**src/rtl/spram_pkg.sv**
```systemverilog
// ---------------------------------------------------------------------------
// spram_pkg : arbitration priority encoding and level-width helper
// Revision  : 1.0
// ---------------------------------------------------------------------------
`default_nettype none

package spram_pkg;

  typedef enum logic {
    PRI_RD = 1'b0,
    PRI_WR = 1'b1
  } pri_e;

  // Level counts 0..DEPTH inclusive, so it needs one bit beyond the address.
  localparam int LVL_EXTRA_W = 1;

  function automatic int lvl_width(input int addr_w);
    return addr_w + LVL_EXTRA_W;
  endfunction

endpackage

`default_nettype wire

```
**src/rtl/spram_array.sv**
```systemverilog
// ---------------------------------------------------------------------------
// spram_array : single-port RAM, synchronous read, no reset
// Revision    : 1.0
// ---------------------------------------------------------------------------
`default_nettype none

module spram_array #(
  parameter int WIDTH  = 8,
  parameter int ADDR_W = 4
) (
  input  logic              clock,
  input  logic              we,
  input  logic [ADDR_W-1:0] addr,
  input  logic [WIDTH-1:0]  data,
  output logic [WIDTH-1:0]  out
);

  logic [WIDTH-1:0] mem_q [2**ADDR_W];

  always_ff @(posedge clock) begin
    if (we) begin
      mem_q[addr] <= data;
    end else begin
      out <= mem_q[addr];
    end
  end

endmodule

`default_nettype wire

```
**src/rtl/spram_fifo.sv**
```systemverilog
// ---------------------------------------------------------------------------
// spram_fifo : FIFO on one single-port RAM plus an output register.
// Optional synchronous flush port when SPRAM_FIFO_FLUSH_EN is defined.
// Revision   : 1.0
// ---------------------------------------------------------------------------
`default_nettype none

module spram_fifo
  import spram_pkg::*;
#(
  parameter int WIDTH  = 8,
  parameter int ADDR_W = 4
) (
  input  logic              clock,
  input  logic              reset_n,
`ifdef SPRAM_FIFO_FLUSH_EN
  input  logic              flush,
`endif
  input  logic              wr_valid,
  output logic              wr_ready,
  input  logic [WIDTH-1:0]  wr_data,
  output logic              rd_valid,
  input  logic              rd_ready,
  output logic [WIDTH-1:0]  rd_data,
  output logic [ADDR_W:0]   level
);

  localparam int LVL_W = lvl_width(ADDR_W);
  localparam int DEPTH = 2**ADDR_W;

  logic [ADDR_W-1:0] wr_ptr_q, wr_ptr_d;
  logic [ADDR_W-1:0] rd_ptr_q, rd_ptr_d;
  logic [LVL_W-1:0]  level_q, level_d;
  logic              fetch_q, fetch_d;
  logic              out_valid_q, out_valid_d;
  logic [WIDTH-1:0]  out_data_q, out_data_d;
  pri_e              pri_q, pri_d;
  logic              en_q;

  logic              wr_req, fetch_req;
  logic              wr_grant, fetch_grant;
  logic [ADDR_W-1:0] ram_addr;
  logic [WIDTH-1:0]  ram_out;

  always_comb begin
    wr_req      = en_q && wr_valid && (level_q < LVL_W'(DEPTH));
    fetch_req   = (level_q != '0) && !fetch_q && (!out_valid_q || rd_ready);
    wr_grant    = wr_req && (!fetch_req || (pri_q == PRI_WR));
    fetch_grant = fetch_req && (!wr_req || (pri_q == PRI_RD));

    pri_d = pri_q;
    if (wr_req && fetch_req) begin
      pri_d = fetch_grant ? PRI_WR : PRI_RD;
    end

    wr_ptr_d = wr_grant    ? wr_ptr_q + ADDR_W'(1) : wr_ptr_q;
    rd_ptr_d = fetch_grant ? rd_ptr_q + ADDR_W'(1) : rd_ptr_q;

    level_d = level_q;
    if (wr_grant) begin
      level_d = level_q + LVL_W'(1);
    end else if (fetch_grant) begin
      level_d = level_q - LVL_W'(1);
    end

    fetch_d = fetch_grant;

    // A fetch is only issued when the output register will be free, so the
    // load never collides with a held entry.
    out_valid_d = out_valid_q;
    out_data_d  = out_data_q;
    if (fetch_q) begin
      out_valid_d = 1'b1;
      out_data_d  = ram_out;
    end else if (rd_ready) begin
      out_valid_d = 1'b0;
    end

    ram_addr = wr_grant ? wr_ptr_q : rd_ptr_q;
  end

`ifdef SPRAM_FIFO_FLUSH_EN
  assign wr_ready = wr_grant && !flush;
`else
  assign wr_ready = wr_grant;
`endif

  always_ff @(posedge clock or negedge reset_n) begin
    if (!reset_n) begin
      wr_ptr_q    <= '0;
      rd_ptr_q    <= '0;
      level_q     <= '0;
      fetch_q     <= 1'b0;
      out_valid_q <= 1'b0;
      out_data_q  <= '0;
      pri_q       <= PRI_RD;
      en_q        <= 1'b0;
    end
`ifdef SPRAM_FIFO_FLUSH_EN
    else if (flush) begin
      wr_ptr_q    <= '0;
      rd_ptr_q    <= '0;
      level_q     <= '0;
      fetch_q     <= 1'b0;
      out_valid_q <= 1'b0;
      en_q        <= 1'b1;
    end
`endif
    else begin
      wr_ptr_q    <= wr_ptr_d;
      rd_ptr_q    <= rd_ptr_d;
      level_q     <= level_d;
      fetch_q     <= fetch_d;
      out_valid_q <= out_valid_d;
      out_data_q  <= out_data_d;
      pri_q       <= pri_d;
      en_q        <= 1'b1;
    end
  end

  spram_array #(
    .WIDTH  (WIDTH),
    .ADDR_W (ADDR_W)
  ) u_array (
    .clock (clock),
    .we    (wr_ready),
    .addr  (ram_addr),
    .data  (wr_data),
    .out   (ram_out)
  );

  assign rd_valid = out_valid_q;
  assign rd_data  = out_data_q;
  assign level    = level_q;

endmodule

`default_nettype wire

```
**config.mk**
```make
export PLATFORM = sky130hd
export DESIGN_NAME = spram_fifo
export DESIGN_NICKNAME = d
export VERILOG_FILES = /design/src/rtl/spram_pkg.sv /design/src/rtl/spram_array.sv /design/src/rtl/spram_fifo.sv
export SDC_FILE = /design/constraint.sdc
export NUM_CORES = 1
export LEC_CHECK = 0
export ABC_AREA = 1
export BUFFER_PORTS_ARGS = -buffer_cell sky130_fd_sc_hd__buf_2
export CAP_MARGIN = 20
export CORE_MARGIN = 4
export CORE_UTILIZATION = 35
export CTS_BUF_LIST = sky130_fd_sc_hd__clkbuf_4
export CTS_CLUSTER_SIZE = 40
export DETAILED_ROUTE_END_ITERATION = 6
export PLACE_DENSITY_LB_ADDON = 0.1
export SYNTH_ARGS = -nofsm -noshare
export SYNTH_HDL_FRONTEND = slang
export SYNTH_SLANG_ARGS = --single-unit
```
**constraint.sdc**
```tcl
create_clock -name clock -period 3.5 [get_ports clock]
set_input_delay 0 -clock clock [delete_from_list [all_inputs] [get_ports clock]]
set_output_delay 0 -clock clock [all_outputs]
set_load 0.02 [all_outputs]
```
---- Word level (Yosys, flattened, before mapping) ----
Memories as Yosys holds them, arrays and structs flattened. A register that Yosys moved wholly into a read port is not among the register bits.
Cells that the tools add are included.
W data, S select, Z words.
cells by class
  add/sub/neg operators ................... 4
  magnitude comparators ................... 1
  muxes and demuxes ....................... 8
  bitwise operators ....................... 1
  reduce and logical (&&, ||, !) cells .... 18
operators by type and width
  kind                   count
  $mux W5                2
  $add A4 B1 Y4 const B  2
  $logic_and A1 B1 Y1    7
  $add A5 B1 Y5 const B  1
  $logic_not A1 Y1       5
  $lt A5 B5 Y1 const B   1
  $mux W1                5
  $reduce_bool A5 Y1     1
  $sub A5 B1 Y5 const B  1
  $mux W4                1
  $reduce_bool A2 Y1     2
  $logic_or A1 B1 Y1     3
  $not A1 Y1             1
word-level totals
  flip-flop bits (word level) ............. 25
  RAM bits ................................ 128
  output and inout bits ................... 15
  memories ................................ 1
memory list
  memory         depth  width  rd ports  clocked after Yosys merged registers in  wr ports  RTL line           RTL
  u_array.mem_q  16     8      1         1                                        1         spram_array.sv:18  logic [WIDTH-1:0] mem_q [2**ADDR_W];

---- Depth between registers and ports, before layout ----
  depth after elaboration ................. 8
  gate-level depth with buffers ........... 15
  depth with buffers taken out ............ 14

---- Hierarchy ----
From an unflattened synthesis, not the netlist that was laid out.
second synthesis, totals
  cell total of the unflattened synthesis .. 670
  area, all modules ....................... 6930.4 um^2
modules (own cells, without submodules)
  module       instances  cells each  area an instance (um^2)  sequential area each (um^2)
  spram_array  1          549         5676.7                   4083.9
  spram_fifo   1          121         1253.7                   625.6

---- Least setup slack after synthesis ----
OpenSTA, ideal clock, no wires.
  kind .................................... flip-flop to flip-flop
  start ................................... register level_q[0] (netlist: level[0])
  end ..................................... memory u_array.mem_q[4][0] (enable)
  arrival ................................. 2.099 ns
  data required time ...................... 3.130 ns
  setup slack ............................. 1.030 ns
  stages on the path, launching flop included .. 11
  period minus slack after synthesis ...... 2.470 ns
  cell sequence ........................... dfrtp_1 > nor2_1 > nand3_1 > nand3_4 > nand2_4 > buf_6 > o21ai_4 > inv_4 > nor2_4 > inv_2 > nor2_1
on the way
  cells in the longest elaborated chain, start to end .. 8
  elaborated cells between the ends (all ways) .. 11
RTL lines
  item                                                  RTL line           RTL
  start: declaration                                    spram_fifo.sv:33   logic [LVL_W-1:0] level_q, level_d;
  start signal: assignment                              spram_fifo.sv:112  level_q <= level_d;
  branches (longest 5 deep; another with $lt A5 B5 Y1)  --
  $logic_and A1 B1 Y1 *                                 spram_fifo.sv:48   wr_grant = wr_req && (!fetch_req || (pri_q == PRI_WR));
  $mux W1                                               spram_array.sv:21  if (we) begin
  $mux W1 (implied by the code)                         spram_array.sv:22  mem_q[addr] <= data;
  end: declaration                                      spram_array.sv:18
Every way passes the cells marked *.

---- Worst setup path in the final report ----
  start ................................... register fetch_q
  end ..................................... memory u_array.mem_q[1][2] (enable)
on the way
  cells in the longest elaborated chain, start to end .. 8
  elaborated cells between the ends (all ways) .. 9
RTL lines
  item                                 RTL line           RTL
  start: declaration                   spram_fifo.sv:34   logic fetch_q, fetch_d;
  start signal: assignment             spram_fifo.sv:113  fetch_q <= fetch_d;
  $logic_not A1 Y1 *                   spram_fifo.sv:47   fetch_req = (level_q != '0) && !fetch_q && (!out_valid_q || rd_ready);
  $logic_and A1 B1 Y1 * (2 in series)  spram_fifo.sv:47
  $logic_not A1 Y1 *                   spram_fifo.sv:48
  $logic_or A1 B1 Y1 *                 spram_fifo.sv:48
  $logic_and A1 B1 Y1 *                spram_fifo.sv:48
  $mux W1                              spram_array.sv:21
  $mux W1 (implied by the code)        spram_array.sv:22
Every way passes the cells marked *; elsewhere a longest branch is shown, timed or not.

==> results.json <==
{
  "outcome": "finished clean",
  "hold_class": "in2reg",
  "setup_total_negative_slack_ns": 0,
  "postRouteWirelength_um": 16500,
  "final_core_utilization_pct": 40.2,
  "syn_area_um2": 7050,
  "worst_voltage_drop_across_the_vdd_grid_v": 0.000401,
  "ys_seq_area_share_pct": 66.8,
  "route.detailed.vias_per_inst": 4.71,
  "drt.antenna.violating_nets": 0,
  "gr_overflow_total": 0,
  "cts.repair.resized": 0,
  "die_height_um": 150,
  "final.min_clock_period_ns": 2.85,
  "power_per_cell_area_nw_per_um2": 763,
  "timing.critical_path.mode_cell": "sky130_fd_sc_hd__a21oi_4",
  "grt_pass1_wl_um": 26000,
  "unrepaired_setup_endpoints_after_global_routing": "false",
  "initial_utilization_pct": 35.9,
  "grt_pass1_vias": 4580,
  "timing.final.crit_share_pct": 81.4,
  "report.final.slew_viol_count": 0,
  "slew-limit-headroom_pct": 47.2,
  "worstSkewPairLatency_ns": 0.56,
  "path_class": "reg2reg",
  "crit_path_end_kind": "register",
  "areaGrowthSynthToFinish_pct": 12.0,
  "core-area_um2": 19700,
  "synthesis.yosys.warnings": 0,
  "count_of_input_and_output_buffers": 26,
  "syn_nets": 682,
  "drt-initial-drc-count": 307,
  "cp_data_arrival_time_ns": 3.04,
  "clock_slew_at_reported_path_ffs_ns": 0.14,
  "avgSynthCellArea_um2": 10.6,
  "placedCellCount": 941,
  "finalClockSkew_ns": 0.0274,
  "cts_max_level": 4,
  "clock_tree_from_tritoncts": "yes",
  "number_of_hold_slack_violations_in_the_final_timing_report": 0,
  "avgRoutedWirePerCell_um": 16.7,
  "cap_viol_max_count": 0,
  "final_cells": 987,
  "place_congestion": 0.831,
  "worst_path_dominant_cell_family": "simple AND/OR/NAND/NOR gates",
  "all_layer_global_routing_usage_pct": 15.3,
  "cts_root_buffer": "sky130_fd_sc_hd__clkbuf_4",
  "ys_seq_elements": 161,
  "rows": 51,
  "worst_path_largest_cell_delay_ns": 0.60,
  "dieArea_um2": 22500,
  "synth_cell_types": 31,
  "post_detail_place_hpwl_um": 10500,
  "layout.cells.most_common_list": "300 x sky130_fd_sc_hd__nand2_1, 136 x sky130_fd_sc_hd__edfxtp_1, 70 x sky130_fd_sc_hd__nand3_1",
  "pin_count_of_the_biggest_net_entering_global_routing": 66,
  "worst_setup_path_start_kind": "register",
  "finalNetCount": 726,
  "cts_inserted_buffers": 17,
  "clockBufferDepth": 2,
  "timing.critical_path.buf_inv": 2,
  "synthCells": 664,
  "cts.sink_count": 161,
  "drt_pass1_iterations": 4,
  "remaining_drc_errors": 0,
  "io-pin-count": 27,
  "mostFrequentLayoutCell": "sky130_fd_sc_hd__nand2_1",
  "timing.critical_path.required_ns": 3.69,
  "timing.critical_path.cells": "a21oi_4, nand3_4, nand2_4, nor2_2, a21oi_4, inv_4, nor2_8, inv_2, nor2_1",
  "die-width_um": 150,
  "worst-slew-pin-transition_ns": 0.789,
  "initial_antenna_violation_count": 1,
  "critical_path.slowest_cell": "sky130_fd_sc_hd__nor2_1",
  "setup-violations-final": 0,
  "layout-drive-gt1-share_pct": 14.4,
  "critPathMaxFanout": 24,
  "clock.fmax_mhz": 351,
  "leakage_uw": 0.00332,
  "dr_vias": 4644
}
worst min-delay path, delay by kind of cell:
family	cells	cell delay, ns
buffers and inverters	4	0.78
AOI/OAI and AO/OA	1	0.07
kinds of logic after synthesis:
kind of cell    Yosys count  share of synthesized area, %
simple gates            407                          24.1
flops                   161                          66.8
buf+inv                  63                          4.17
compound gates           10                          1.35
mux                       9                          1.44
xor+xnor                  7                         0.870
fa+ha+maj                 6                          1.17
other cells               1                        0.0532
per-layer routing:
| metal | routed length, um | track usage, % | vias to the layer above |
|---|---|---|---|
| met3 | 904 | 4.03 | 8 |
| met2 | 7560 | 23.9 | 101 |
| li1 | - | - | 2279 |
| met1 | 7910 | 21.8 | 2256 |
| met5 | 0 | 0 | - |
| met4 | 99 | 3.20 | 0 |
final timing paths:
check / startpoint / end / slack [ns] / cells after the start
max: fetch_q / u_array.mem_q[1][2] / 0.65 / 9
min: rd_ready / rd_valid / 0.32 / 5
max reg2reg: fetch_q / u_array.mem_q[1][2] / 0.65 / 9
min reg2reg: u_array.out[2] / rd_data[2] / 0.50 / 1
max in group asynchronous: reset_n / wr_ptr_q[1] / 2.88 / 4
min in group asynchronous: reset_n / rd_valid / 0.47 / 4
cell type report:
cell class                      instances  area [um^2]
Inverter                               35          136
Fill cell                            1995        11800
Timing Repair Buffer                   53          388
Multi-Input combinational cell        440         2050
Clock inverter                         15          149
Sequential cell                       161         4710
Tap cell                              265          332
Clock buffer                           17          128
Antenna cell                            1         2.50
synthesized netlist by cell type:
cell                         n  area share (%)
sky130_fd_sc_hd__a21oi_1     2            0.14
sky130_fd_sc_hd__a21oi_4     3            0.69
sky130_fd_sc_hd__buf_2      21             1.5
sky130_fd_sc_hd__buf_4       3            0.32
sky130_fd_sc_hd__buf_6       2            0.32
sky130_fd_sc_hd__clkbuf_1    2            0.11
sky130_fd_sc_hd__conb_1      1           0.053
sky130_fd_sc_hd__dfrtp_1    25             8.9
sky130_fd_sc_hd__edfxtp_1  136              58
sky130_fd_sc_hd__fa_1        1            0.28
sky130_fd_sc_hd__ha_1        5            0.89
sky130_fd_sc_hd__inv_1      29             1.5
sky130_fd_sc_hd__inv_2       4            0.21
sky130_fd_sc_hd__inv_4       2            0.18
sky130_fd_sc_hd__mux2_2      9             1.4
sky130_fd_sc_hd__nand2_1   301              16
sky130_fd_sc_hd__nand2_2     2            0.18
sky130_fd_sc_hd__nand2_4     1            0.16
sky130_fd_sc_hd__nand3_1    71             5.0
sky130_fd_sc_hd__nand3_4     1            0.25
sky130_fd_sc_hd__nand4_1     3            0.27
sky130_fd_sc_hd__nor2_1     21             1.1
sky130_fd_sc_hd__nor2_2      3            0.27
sky130_fd_sc_hd__nor2_4      1            0.16
sky130_fd_sc_hd__nor2_8      2            0.57
sky130_fd_sc_hd__o21ai_0     3            0.21
sky130_fd_sc_hd__o21ai_1     1           0.071
sky130_fd_sc_hd__o21ai_4     1            0.23
sky130_fd_sc_hd__or2_2       1           0.089
sky130_fd_sc_hd__xnor2_1     3            0.37
sky130_fd_sc_hd__xor2_1      4            0.50
where the power goes:
part	total, uW	leakage [uW]	internal, uW	switching (uW)
combinational	2450	0.00165	781	1670
clock	1080	0.000141	372	709
sequential	2490	0.00154	2330	154
repair_timing:
item	in CTS	in global routing
buffers inserted	0	0
endpoints found under the setup margin	0	0
hold endpoints to repair	157	0
hold buffers	13	0
through the flow:
step           instance area [um^2]  setup WS [ns]  power [uW]  hold slack (ns)
2_1_floorplan                  7050           1.03        4310           -0.296
6_report                       7900          0.651        6020            0.321
3_5_place_dp                   7480          0.606        5010           0.0361
3_3_place_gp                   7480          0.621        5000           0.0245
5_1_grt                        7900          0.438        6520            0.270
4_1_cts                        7890          0.582        6110            0.279
registers in the layout (all words and copies together), names as in the netlist:
name	count
en_q	1
rd_ptr_q	4
rd_data	8
rd_valid	1
wr_ptr_q	4
u_array.mem_q	128
level	5
pri_q	1
u_array.out	8
fetch_q	1
Power figures use the tool's default switching activity.
